===== src/rtl/bin_bbox_detect_if.sv =====
// rtl/bin_bbox_detect_if.sv - binary pixel stream in, bounding-box result out
//
// Signals:
//   pre_img_vsync/hsync/valid/data  binary pixel stream with frame/line timing
//   bbox_x_min/x_max/y_min/y_max    bounding box of the last complete frame
//   bbox_pix_cnt                    foreground pixel count of the last frame
//   bbox_found                      count reached the noise-rejection threshold
//   bbox_update                     one-cycle pulse when the result registers load
// Modports: master drives the pixel stream, slave is the detector.
interface bin_bbox_detect_if #(
    parameter int X_WIDTH   = 11,
    parameter int Y_WIDTH   = 10,
    parameter int CNT_WIDTH = 20
);
    logic                 pre_img_vsync;
    logic                 pre_img_hsync;
    logic                 pre_img_valid;
    logic                 pre_img_data;
    logic [X_WIDTH-1:0]   bbox_x_min;
    logic [X_WIDTH-1:0]   bbox_x_max;
    logic [Y_WIDTH-1:0]   bbox_y_min;
    logic [Y_WIDTH-1:0]   bbox_y_max;
    logic [CNT_WIDTH-1:0] bbox_pix_cnt;
    logic                 bbox_found;
    logic                 bbox_update;

    modport master (
        output pre_img_vsync, pre_img_hsync, pre_img_valid, pre_img_data,
        input  bbox_x_min, bbox_x_max, bbox_y_min, bbox_y_max,
        input  bbox_pix_cnt, bbox_found, bbox_update
    );

    modport slave (
        input  pre_img_vsync, pre_img_hsync, pre_img_valid, pre_img_data,
        output bbox_x_min, bbox_x_max, bbox_y_min, bbox_y_max,
        output bbox_pix_cnt, bbox_found, bbox_update
    );
endinterface


===== src/rtl/bin_bbox_detect.sv =====
// rtl/bin_bbox_detect.sv - per-frame bounding box of foreground pixels in a binary stream
//
// Ports:
//   clk    system clock, rising edge
//   rst_n  asynchronous active-low reset
//   bus    bin_bbox_detect_if.slave: pixel stream in, bbox result out
// The result registers load once per complete frame, in the cycle after the
// frame-end detect, and hold until the next frame completes.
module bin_bbox_detect #(
    parameter int X_WIDTH    = 11,
    parameter int Y_WIDTH    = 10,
    parameter int CNT_WIDTH  = 20,
    parameter int MIN_PIXELS = 16
) (
    input  logic                 clk,
    input  logic                 rst_n,
    bin_bbox_detect_if.slave     bus
);
    localparam logic [X_WIDTH-1:0]   X_MAX   = '1;
    localparam logic [Y_WIDTH-1:0]   Y_MAX   = '1;
    localparam logic [CNT_WIDTH-1:0] CNT_MAX = '1;
    localparam logic [CNT_WIDTH-1:0] MIN_CNT = CNT_WIDTH'(MIN_PIXELS);

    typedef enum logic [1:0] {IDLE, ACTIVE, LATCH} state_t;

    state_t               state;
    state_t               state_nxt;
    logic                 vs_d;
    logic                 hs_d;
    logic [X_WIDTH-1:0]   x_cnt;
    logic [Y_WIDTH-1:0]   y_cnt;
    logic [CNT_WIDTH-1:0] cnt;
    logic [X_WIDTH-1:0]   x_min_acc;
    logic [X_WIDTH-1:0]   x_max_acc;
    logic [Y_WIDTH-1:0]   y_min_acc;
    logic [Y_WIDTH-1:0]   y_max_acc;

    logic frame_start;
    logic frame_end;
    logic line_end;
    logic start_ok;
    logic pix_ok;
    logic found;

    assign frame_start = bus.pre_img_vsync & ~vs_d;
    assign frame_end   = ~bus.pre_img_vsync & vs_d;
    assign line_end    = ~bus.pre_img_hsync & hs_d;
    assign pix_ok      = bus.pre_img_valid & bus.pre_img_vsync;
    assign found       = (cnt >= MIN_CNT);

    always_ff @(posedge clk or negedge rst_n) begin
        if (!rst_n) begin
            state <= IDLE;
        end else begin
            state <= state_nxt;
        end
    end

    always_comb begin
        state_nxt = state;
        start_ok  = 1'b0;
        case (state)
            IDLE: begin
                if (frame_start) begin
                    state_nxt = ACTIVE;
                    start_ok  = 1'b1;
                end
            end
            ACTIVE: begin
                if (frame_end) begin
                    state_nxt = LATCH;
                end
            end
            LATCH: begin
                // A new frame may begin right after a single low vsync cycle.
                if (frame_start) begin
                    state_nxt = ACTIVE;
                    start_ok  = 1'b1;
                end else begin
                    state_nxt = IDLE;
                end
            end
            default: state_nxt = IDLE;
        endcase
    end

    // vs_d comes out of reset high so that a vsync already high when reset
    // releases is not mistaken for a frame start; that partial frame is skipped.
    always_ff @(posedge clk or negedge rst_n) begin
        if (!rst_n) begin
            vs_d      <= 1'b1;
            hs_d      <= 1'b0;
            x_cnt     <= '0;
            y_cnt     <= '0;
            cnt       <= '0;
            x_min_acc <= '0;
            x_max_acc <= '0;
            y_min_acc <= '0;
            y_max_acc <= '0;
        end else begin
            vs_d <= bus.pre_img_vsync;
            hs_d <= bus.pre_img_hsync;
            if (start_ok) begin
                x_cnt     <= '0;
                y_cnt     <= '0;
                cnt       <= '0;
                x_min_acc <= X_MAX;
                x_max_acc <= '0;
                y_min_acc <= Y_MAX;
                y_max_acc <= '0;
            end else if (state == ACTIVE) begin
                if (line_end) begin
                    x_cnt <= '0;
                    if (y_cnt != Y_MAX) y_cnt <= y_cnt + 1'b1;
                end else if (pix_ok) begin
                    if (bus.pre_img_data) begin
                        if (x_cnt < x_min_acc) x_min_acc <= x_cnt;
                        if (x_cnt > x_max_acc) x_max_acc <= x_cnt;
                        if (y_cnt < y_min_acc) y_min_acc <= y_cnt;
                        if (y_cnt > y_max_acc) y_max_acc <= y_cnt;
                        if (cnt != CNT_MAX) cnt <= cnt + 1'b1;
                    end
                    if (x_cnt != X_MAX) x_cnt <= x_cnt + 1'b1;
                end
            end
        end
    end

    always_ff @(posedge clk or negedge rst_n) begin
        if (!rst_n) begin
            bus.bbox_x_min   <= '0;
            bus.bbox_x_max   <= '0;
            bus.bbox_y_min   <= '0;
            bus.bbox_y_max   <= '0;
            bus.bbox_pix_cnt <= '0;
            bus.bbox_found   <= 1'b0;
            bus.bbox_update  <= 1'b0;
        end else begin
            bus.bbox_update <= 1'b0;
            if (state == LATCH) begin
                bus.bbox_update  <= 1'b1;
                bus.bbox_pix_cnt <= cnt;
                bus.bbox_found   <= found;
                // A rejected frame reports an empty box rather than noise coordinates.
                bus.bbox_x_min   <= found ? x_min_acc : '0;
                bus.bbox_x_max   <= found ? x_max_acc : '0;
                bus.bbox_y_min   <= found ? y_min_acc : '0;
                bus.bbox_y_max   <= found ? y_max_acc : '0;
            end
        end
    end
endmodule

===== src/flat_wrapper.sv =====
// flat-port wrapper written by rule: the top's interface ports become plain ports
module bin_bbox_detect_flat 
#(
    parameter int X_WIDTH    = 11,
    parameter int Y_WIDTH    = 10,
    parameter int CNT_WIDTH  = 20,
    parameter int MIN_PIXELS = 16
)
  (clk, rst_n, bus_pre_img_vsync, bus_pre_img_hsync, bus_pre_img_valid, bus_pre_img_data, bus_bbox_x_min, bus_bbox_x_max, bus_bbox_y_min, bus_bbox_y_max, bus_bbox_pix_cnt, bus_bbox_found, bus_bbox_update);
  bin_bbox_detect_if #(.X_WIDTH(X_WIDTH), .Y_WIDTH(Y_WIDTH), .CNT_WIDTH(CNT_WIDTH)) bus_i ();
  input  logic clk;
  input  logic rst_n;
  input wire logic [$bits(bus_i.pre_img_vsync)-1:0] bus_pre_img_vsync;
  input wire logic [$bits(bus_i.pre_img_hsync)-1:0] bus_pre_img_hsync;
  input wire logic [$bits(bus_i.pre_img_valid)-1:0] bus_pre_img_valid;
  input wire logic [$bits(bus_i.pre_img_data)-1:0] bus_pre_img_data;
  output wire logic [$bits(bus_i.bbox_x_min)-1:0] bus_bbox_x_min;
  output wire logic [$bits(bus_i.bbox_x_max)-1:0] bus_bbox_x_max;
  output wire logic [$bits(bus_i.bbox_y_min)-1:0] bus_bbox_y_min;
  output wire logic [$bits(bus_i.bbox_y_max)-1:0] bus_bbox_y_max;
  output wire logic [$bits(bus_i.bbox_pix_cnt)-1:0] bus_bbox_pix_cnt;
  output wire logic [$bits(bus_i.bbox_found)-1:0] bus_bbox_found;
  output wire logic [$bits(bus_i.bbox_update)-1:0] bus_bbox_update;
  assign bus_i.pre_img_vsync = bus_pre_img_vsync;
  assign bus_i.pre_img_hsync = bus_pre_img_hsync;
  assign bus_i.pre_img_valid = bus_pre_img_valid;
  assign bus_i.pre_img_data = bus_pre_img_data;
  assign bus_bbox_x_min = bus_i.bbox_x_min;
  assign bus_bbox_x_max = bus_i.bbox_x_max;
  assign bus_bbox_y_min = bus_i.bbox_y_min;
  assign bus_bbox_y_max = bus_i.bbox_y_max;
  assign bus_bbox_pix_cnt = bus_i.bbox_pix_cnt;
  assign bus_bbox_found = bus_i.bbox_found;
  assign bus_bbox_update = bus_i.bbox_update;
  bin_bbox_detect #(.X_WIDTH(X_WIDTH), .Y_WIDTH(Y_WIDTH), .CNT_WIDTH(CNT_WIDTH), .MIN_PIXELS(MIN_PIXELS)) u_core (.clk(clk), .rst_n(rst_n), .bus(bus_i));
endmodule

===== config.mk =====
export PLATFORM = sky130hd
export DESIGN_NAME = bin_bbox_detect_flat
export DESIGN_NICKNAME = d
export VERILOG_FILES = /design/src/rtl/bin_bbox_detect_if.sv /design/src/rtl/bin_bbox_detect.sv /design/src/flat_wrapper.sv
export SDC_FILE = /design/constraint.sdc
export NUM_CORES = 1
export LEC_CHECK = 0
export CAP_MARGIN = 20
export CORE_MARGIN = 10
export CORE_UTILIZATION = 35
export DETAILED_ROUTE_END_ITERATION = 8
export PLACE_DENSITY = 0.61
export SYNTH_ARGS = -nofsm -noshare
export SYNTH_HDL_FRONTEND = slang
export SYNTH_SLANG_ARGS = --single-unit

===== constraint.sdc =====
create_clock -name clk -period 2.37 [get_ports clk]
set_clock_uncertainty 0.15 [all_clocks]
set_input_delay 0.237 -clock clk [delete_from_list [all_inputs] [get_ports clk]]
set_output_delay 0.237 -clock clk [all_outputs]
set_load 0.01 [all_outputs]

Word level (Yosys, flattened, before mapping)
Cells that the tools add are included.
{ "op_classes": {"n_mux": 50, "n_lt_le_gt_ge": 5, "n_reduce_logical": 22, "bitwise": 7, "eq_ne": 8, "n_addsub": 3} }
{ "op_table": {"columns": ["operator", "count"], "rows": [
  ["$mux W11", 19],
  ["$mux W10", 18],
  ["$mux W20", 6],
  ["$reduce_and A5 Y1", 5],
  ["$add A20 B1 Y20 const B", 1],
  ["$ge A20 B5 Y1 const B", 1],
  ["$ne A20 B20 Y1 const B", 1],
  ["$reduce_bool A2 Y1", 10],
  ["$add A11 B1 Y11 const B", 1],
  ["$gt A11 B11 Y1", 1],
  ["$lt A11 B11 Y1", 1],
  ["$ne A11 B11 Y1 const B", 1],
  ["$add A10 B1 Y10 const B", 1],
  ["$gt A10 B10 Y1", 1],
  ["$lt A10 B10 Y1", 1],
  ["$ne A10 B10 Y1 const B", 1],
  ["$pmux W2 S3", 1],
  ["$reduce_and A3 Y1", 2],
  ["$reduce_bool A3 Y1", 2],
  ["$and A1 B1 Y1", 4],
  ["$mux W1", 4],
  ["$mux W2", 2],
  ["$ne A2 B1 Y1 const B", 2],
  ["$not A1 Y1", 3],
  ["6 further kinds", 6]
]} }
{ "totals": {"out_inout_bits": 64, "in_bits": 6, "elab_cells": 112, "regBits": 151} }

Logic depth before layout (Yosys ltp)
{ "depth": {"depth_word": 7, "depth_mapped": 8, "depth_no_buf": 7} }

Worst setup path after synthesis
Ideal clock, no wire load.
{ "synth_path": {"path_kind": "register to register", "from": "register u_core.x_cnt[2]", "to": "register u_core.x_max_acc[2]", "period_less_slack_ps": 2349, "setup_time_ps": 125, "path_buffers": 1, "arrival_ps": 2074, "path_slack_ps": 21, "path_stages_with_launch": 8, "required_ps": 2095, "cell_sequence": "dfrtp_1 ha_1 a21oi_1 o21ai_0 a221o_1 o21ai_0 buf_2 mux2_2"} }
{ "synth_between": {"elab_chain_cells": 6, "word_cells_on_any_way": 9, "cone_classes": "1 x order compare; 6 x mux; 2 x reduce/logical"} }
{ "synth_lines": {"columns": ["element", "line_no", "rtl"], "rows": [
  ["start, declared", "bin_bbox_detect.sv:30", "logic [X_WIDTH-1:0] x_cnt;"],
  ["start signal, assigned", "bin_bbox_detect.sv:123", "if (x_cnt != X_MAX) x_cnt <= x_cnt + 1'b1;"],
  ["branches (longest 6 deep; another with $gt A11 B11 Y1)", null, null],
  ["end signal, assigned", "bin_bbox_detect.sv:118", "if (x_cnt > x_max_acc) x_max_acc <= x_cnt;"],
  ["end, declared", "bin_bbox_detect.sv:34", "logic [X_WIDTH-1:0] x_max_acc;"]
]} }
Parallel ways; which one is timed is not known. The select of a mux whose other input is x is not followed.
A chain may end at the register's enable or synchronous reset.

Worst setup path after layout
{ "layout_path": {"from": "register u_core.state[1]", "to": "register u_core.y_min_acc[7]"} }
{ "layout_between": {"elab_chain_cells": 5, "word_cells_on_any_way": 12, "cone_classes": "3 x eq/ne; 2 x mux; 7 x reduce/logical"} }
{ "layout_lines": {"columns": ["element", "line_no", "rtl"], "rows": [
  ["start, declared", "bin_bbox_detect.sv:26", "state_t state;"],
  ["start signal, assigned", "bin_bbox_detect.sv:55", "state <= state_nxt;"],
  ["$eq A2 B2 Y1 or $logic_not A2 Y1 (tied branches)", "bin_bbox_detect.sv:62", "case (state)"],
  ["$reduce_or A2 Y1 (no source line)", null, null],
  ["$mux W1", null, null],
  ["$ne A2 B2 Y1 (no source line) or $reduce_bool A2 Y1 (tied branches)", null, null],
  ["$reduce_and A5 Y1 (no source line)", null, null],
  ["end signal, assigned", "bin_bbox_detect.sv:119", "if (y_cnt < y_min_acc) y_min_acc <= y_cnt;"],
  ["end, declared", "bin_bbox_detect.sv:35", "logic [Y_WIDTH-1:0] y_min_acc;"]
]} }
Parallel ways exist; a longest one is shown, timed or not.

==> metrics.md <==
| Metric | Value |
|---|---|
| Die footprint | 27,500 um^2 |
| Register-to-register setup slack | 0.10 ns |
| Worst-path clk slew | 0.06 ns |
| Post-synthesis mux area share | 0.0688 |
| Delay-heaviest family, CP | simple AND/OR/NAND/NOR gates |
| Reg-to-reg startpoint | u_core.state[1] |
| Top FF cell, synth | sky130_fd_sc_hd__dfrtp_1 |
| Buffers and inverters on the worst path | 2 |
| Clock insertion delay at the later pin of the skew report | 0.43 ns |
| Final max-slew violation count | 0 |
| Capturing element type of the critical path | register |
| Unrepaired setup endpoints after global routing | yes |
| Number of fill cells in the layout | 1,989 |
| Adder-cell area share of the yosys netlist | 0.0739 |
| Startpoint type of the worst setup path | register |
| Minimum clock period | 2.27 ns |
| Detail Placement HPWL | 13,500 um |
| Ratio of final minimum period to clock period | 0.957 |
| Horizontal die dimension | 166 um |
| Number of global-route vias before repair | 6,031 |
| Endpoints failing hold | 0 |
| Share of Yosys cell area claimed by the top area cell type | 0.504 |
| Post-Syn Instances | 709 |
| Cell-by-cell trace of the critical path | nand2b_2 > or3_4 > buf_6 > a2111o_1 > a31oi_1 > buf_4 > mux2i_1 |
| Data required time at the worst endpoint | 2.56 ns |
| IO buf count | 69 |
| Sequential element share of the synthesized area | 0.507 |
| Number of flops mapped to enable cells by yosys | 0 |
| Maximum vdd ir drop | 0.507 mV |
| Total overflow reported by the global router | 0 |
| Yosys reg bits | 151 |
| Minimum hold slack | 0.164 ns |
| Async SR Flop Fraction | 1.00 |
| Number of placement rows | 53 |
| Antenna diode count | 0 |
| Synth unique cells | 54 |
| Post-synthesis compound-gate area fraction | 0.159 |
| Status | complete, no violations |
| P&R area growth vs syn | 30.5% |
| Vertical die dimension | 166 um |
| TritonCTS clock tree | done |
| Vias | 5,792 |
| First-pass GRT wire length | 31,900 um |
| Number of setup violations in the final report | 0 |
| Worst hold path stage count | 1 |
| Worst-Margin Slew | 0.802 ns |
| Dominant combinational cell family by area after synthesis | compound AO/OA/AOI/OAI gates |
| Number of nets in the final layout | 900 |
| DRC violation total after the first TritonRoute iteration | 311 |
| Destination of the worst hold path | u_core.hs_d |
| Longest individual stage delay on the worst path | 0.39 ns |
| Antenna Violating Nets Remaining | 0 |
| Area used by sequential logic in the layout | 3780 um^2 |
| Headroom to the max-slew limit | 0.466 |
| Cell type of the slowest stage on the worst timing path | sky130_fd_sc_hd__dfrtp_1 |
| Worst reg2reg path endpoint | u_core.y_min_acc[7] |
| Design Area, Final | 9720 um^2 |
| Level count of the clock H-tree | 4 |
| Fraction of layout cells with a size suffix above 1 | 0.192 |
| Length in cells of the worst reg-to-reg path | 7 |
| Worst setup path category | reg -> reg |
| Total number of yosys warnings | 0 |
| Clock root buffer | sky130_fd_sc_hd__clkbuf_16 |
| Synthesized cell area | 7450 um^2 |
| Number of CTS-inserted buffers | 17 |
| Pin count of the biggest net entering global routing | 60 |
| XOR/XNOR Fraction of Synth Area | 0.0106 |
| Top-count cell post-synth | sky130_fd_sc_hd__dfrtp_1 |
| Post-Route WL | 18,700 um |
| Maximum count of clock buffers along a single path | 2 |
| Number of violations of the max-capacitance limit | 0 |
| Global placement routability congestion | 0.850 |
| Static leakage | 4.56 nW |
| Mapped Avg Cell Area | 10.5 um^2 |
| Arrival time of data at the critical path endpoint | 2.46 ns |
| Clock Sink Count | 151 |
| Multi-input combinational cell area | 3370 um^2 |
| Total placed instance area | 9030 um^2 |
| Ports | 70 |
| Top cells by area, synth | sky130_fd_sc_hd__dfrtp_1 (50%), sky130_fd_sc_hd__ha_1 (7.4%), sky130_fd_sc_hd__a22o_1 (4.9%) |
| Starting utilization of the core area | 0.356 |
| Number of antenna violations at the first check in global routing | 0 |
| Pre-antenna DRT Iters | 4 |
| Total power divided by cell area | 754 nW/um^2 |
| Hold path startpoint | bus_pre_img_hsync |
| Top achievable clock speed | 0.441 GHz |
| GRT Total Usage | 0.138 |
| Top cell type by total area after synthesis | sky130_fd_sc_hd__dfrtp_1 |
| DRC violations left | 0 |
| Routed wire length per instance | 16.4 um |
| Area of the core region | 21,000 um^2 |
| Top fanout value on the critical path | 10 |
| Fraction of the mapped netlist area in simple logic gates | 0.132 |
| Class of the most critical hold timing path | in -> reg |
| Per-cell via count in the routed design | 5.09 |
| Top cells by instance count after synthesis | sky130_fd_sc_hd__dfrtp_1 (150), sky130_fd_sc_hd__nor2_1 (62), sky130_fd_sc_hd__inv_1 (58) |
| Synthesized net count | 759 |
[worst register-to-register path, cell delays in order (launching register included)]
cell and delay, ns:
sky130_fd_sc_hd__dfrtp_1 0.39, sky130_fd_sc_hd__nand2b_2 0.19, sky130_fd_sc_hd__or3_4 0.37, sky130_fd_sc_hd__buf_6 0.16, sky130_fd_sc_hd__a2111o_1 0.34, sky130_fd_sc_hd__a31oi_1 0.14, sky130_fd_sc_hd__buf_4 0.24, sky130_fd_sc_hd__mux2i_1 0.22
[registers in the layout (all words and copies together) (netlist names)]
| register | flops |
|---|---|
| u_core.x_min_acc | 11 |
| u_core.y_cnt | 10 |
| u_core.bus.bbox_x_min | 11 |
| u_core.y_min_acc | 10 |
| u_core.x_cnt | 11 |
| u_core.bus.bbox_update | 1 |
| u_core.hs_d | 1 |
| u_core.bus.bbox_x_max | 11 |
| u_core.y_max_acc | 10 |
| u_core.bus.bbox_pix_cnt | 20 |
| u_core.x_max_acc | 11 |
| u_core.bus.bbox_found | 1 |
| u_core.state | 2 |
| u_core.vs_d | 1 |
| u_core.cnt | 20 |
| u_core.bus.bbox_y_min | 10 |
| u_core.bus.bbox_y_max | 10 |
[power breakdown]
part | switching [mW] | total, mW | internal [mW]
clock network | 1.11 | 2.84 | 1.72
registers | 0.198 | 3.04 | 2.84
logic | 0.738 | 1.45 | 0.716
total | 2.05 | 7.33 | 5.28
[worst max-delay path by stage]
stage | from | to | slack [ns] | cells past startpoint
finish | u_core.state[1] | u_core.y_min_acc[7] | 0.10 | 7
detailed placement | bus_pre_img_vsync | u_core.y_min_acc[7] | -0.24 | 8
global route | u_core.state[1] | u_core.y_min_acc[2] | -0.007 | 7
CTS | u_core.x_max_acc[2] | u_core.x_max_acc[8] | 0.02 | 8
floorplan | u_core.x_cnt[2] | u_core.x_max_acc[2] | 0.02 | 7
global placement | bus_pre_img_vsync | u_core.y_min_acc[2] | -0.20 | 8
[timing repair]
| item | CTS | global route |
|---|---|---|
| gates resized for setup | 1 | 10 |
| hold endpoints to repair | 53 | 0 |
| hold buffers | 1 | 0 |
| endpoints found under the setup margin | 5 | 27 |
| buffers inserted | 0 | 1 |
| pin swaps | 0 | 3 |
[cell usage in the layout, fill, tap and decap left out, types with 17 or more instances in the layout]
master | netlist | routed
sky130_fd_sc_hd__a21oi_1 | 25 | 24
sky130_fd_sc_hd__buf_4 | 1 | 80
sky130_fd_sc_hd__inv_1 | 58 | 58
sky130_fd_sc_hd__mux2_2 | 26 | 26
sky130_fd_sc_hd__clkbuf_16 | 0 | 17
sky130_fd_sc_hd__dfrtp_1 | 150 | 149
sky130_fd_sc_hd__clkdlybuf4s50_1 | 0 | 68
sky130_fd_sc_hd__ha_1 | 44 | 43
sky130_fd_sc_hd__a22o_1 | 42 | 42
sky130_fd_sc_hd__nand3_1 | 20 | 20
sky130_fd_sc_hd__o211ai_1 | 26 | 26
sky130_fd_sc_hd__nand2_1 | 48 | 48
sky130_fd_sc_hd__o21ai_0 | 31 | 30
sky130_fd_sc_hd__nor2_1 | 62 | 62
sky130_fd_sc_hd__mux2i_1 | 22 | 22
[logic make-up after synthesis]
group                      after synthesis
and+or+nand+nor                        202
DFF                                    151
AOI/OAI and AO/OA                      163
buffers and inverters                   92
muxes                                   48
xor gates and xnor gates                 9
adders and majority gates               44
[metal layers]
layer	GRT usage	routed length (um)	vias to the layer above
met5	0	0	-
met4	0.0416	208	0
met3	0.0334	669	14
met2	0.222	9010	76
met1	0.180	8800	2854
li1	-	-	2848
[through the flow]
| stage | std cells | util | TNS, ns | power, mW | worst slack (ns) |
|---|---|---|---|---|---|
| 5_1_grt | 1138 | 0.464 | -0.0259 | 7.74 | -0.00750 |
| 2_1_floorplan | 709 | - | 0 | 3.84 | 0.0210 |
| 3_3_place_gp | 1104 | 0.431 | -5.95 | 4.49 | -0.202 |
| 6_report | 1138 | 0.464 | 0 | 7.33 | 0.103 |
| 3_5_place_dp | 1104 | 0.431 | -7.11 | 4.52 | -0.243 |
| 4_1_cts | 1137 | 0.461 | 0 | 7.39 | 0.0236 |
[final cells by class]
cell class | count | area share
Multi-Input combinational cell | 466 | 0.346
Clock inverter | 13 | 0.0176
Timing Repair Buffer | 156 | 0.143
Clock buffer | 19 | 0.0466
Tap cell | 275 | 0.0354
Sequential cell | 151 | 0.389
Inverter | 58 | 0.0224
Note: power is estimated with default switching activity, not from simulation.
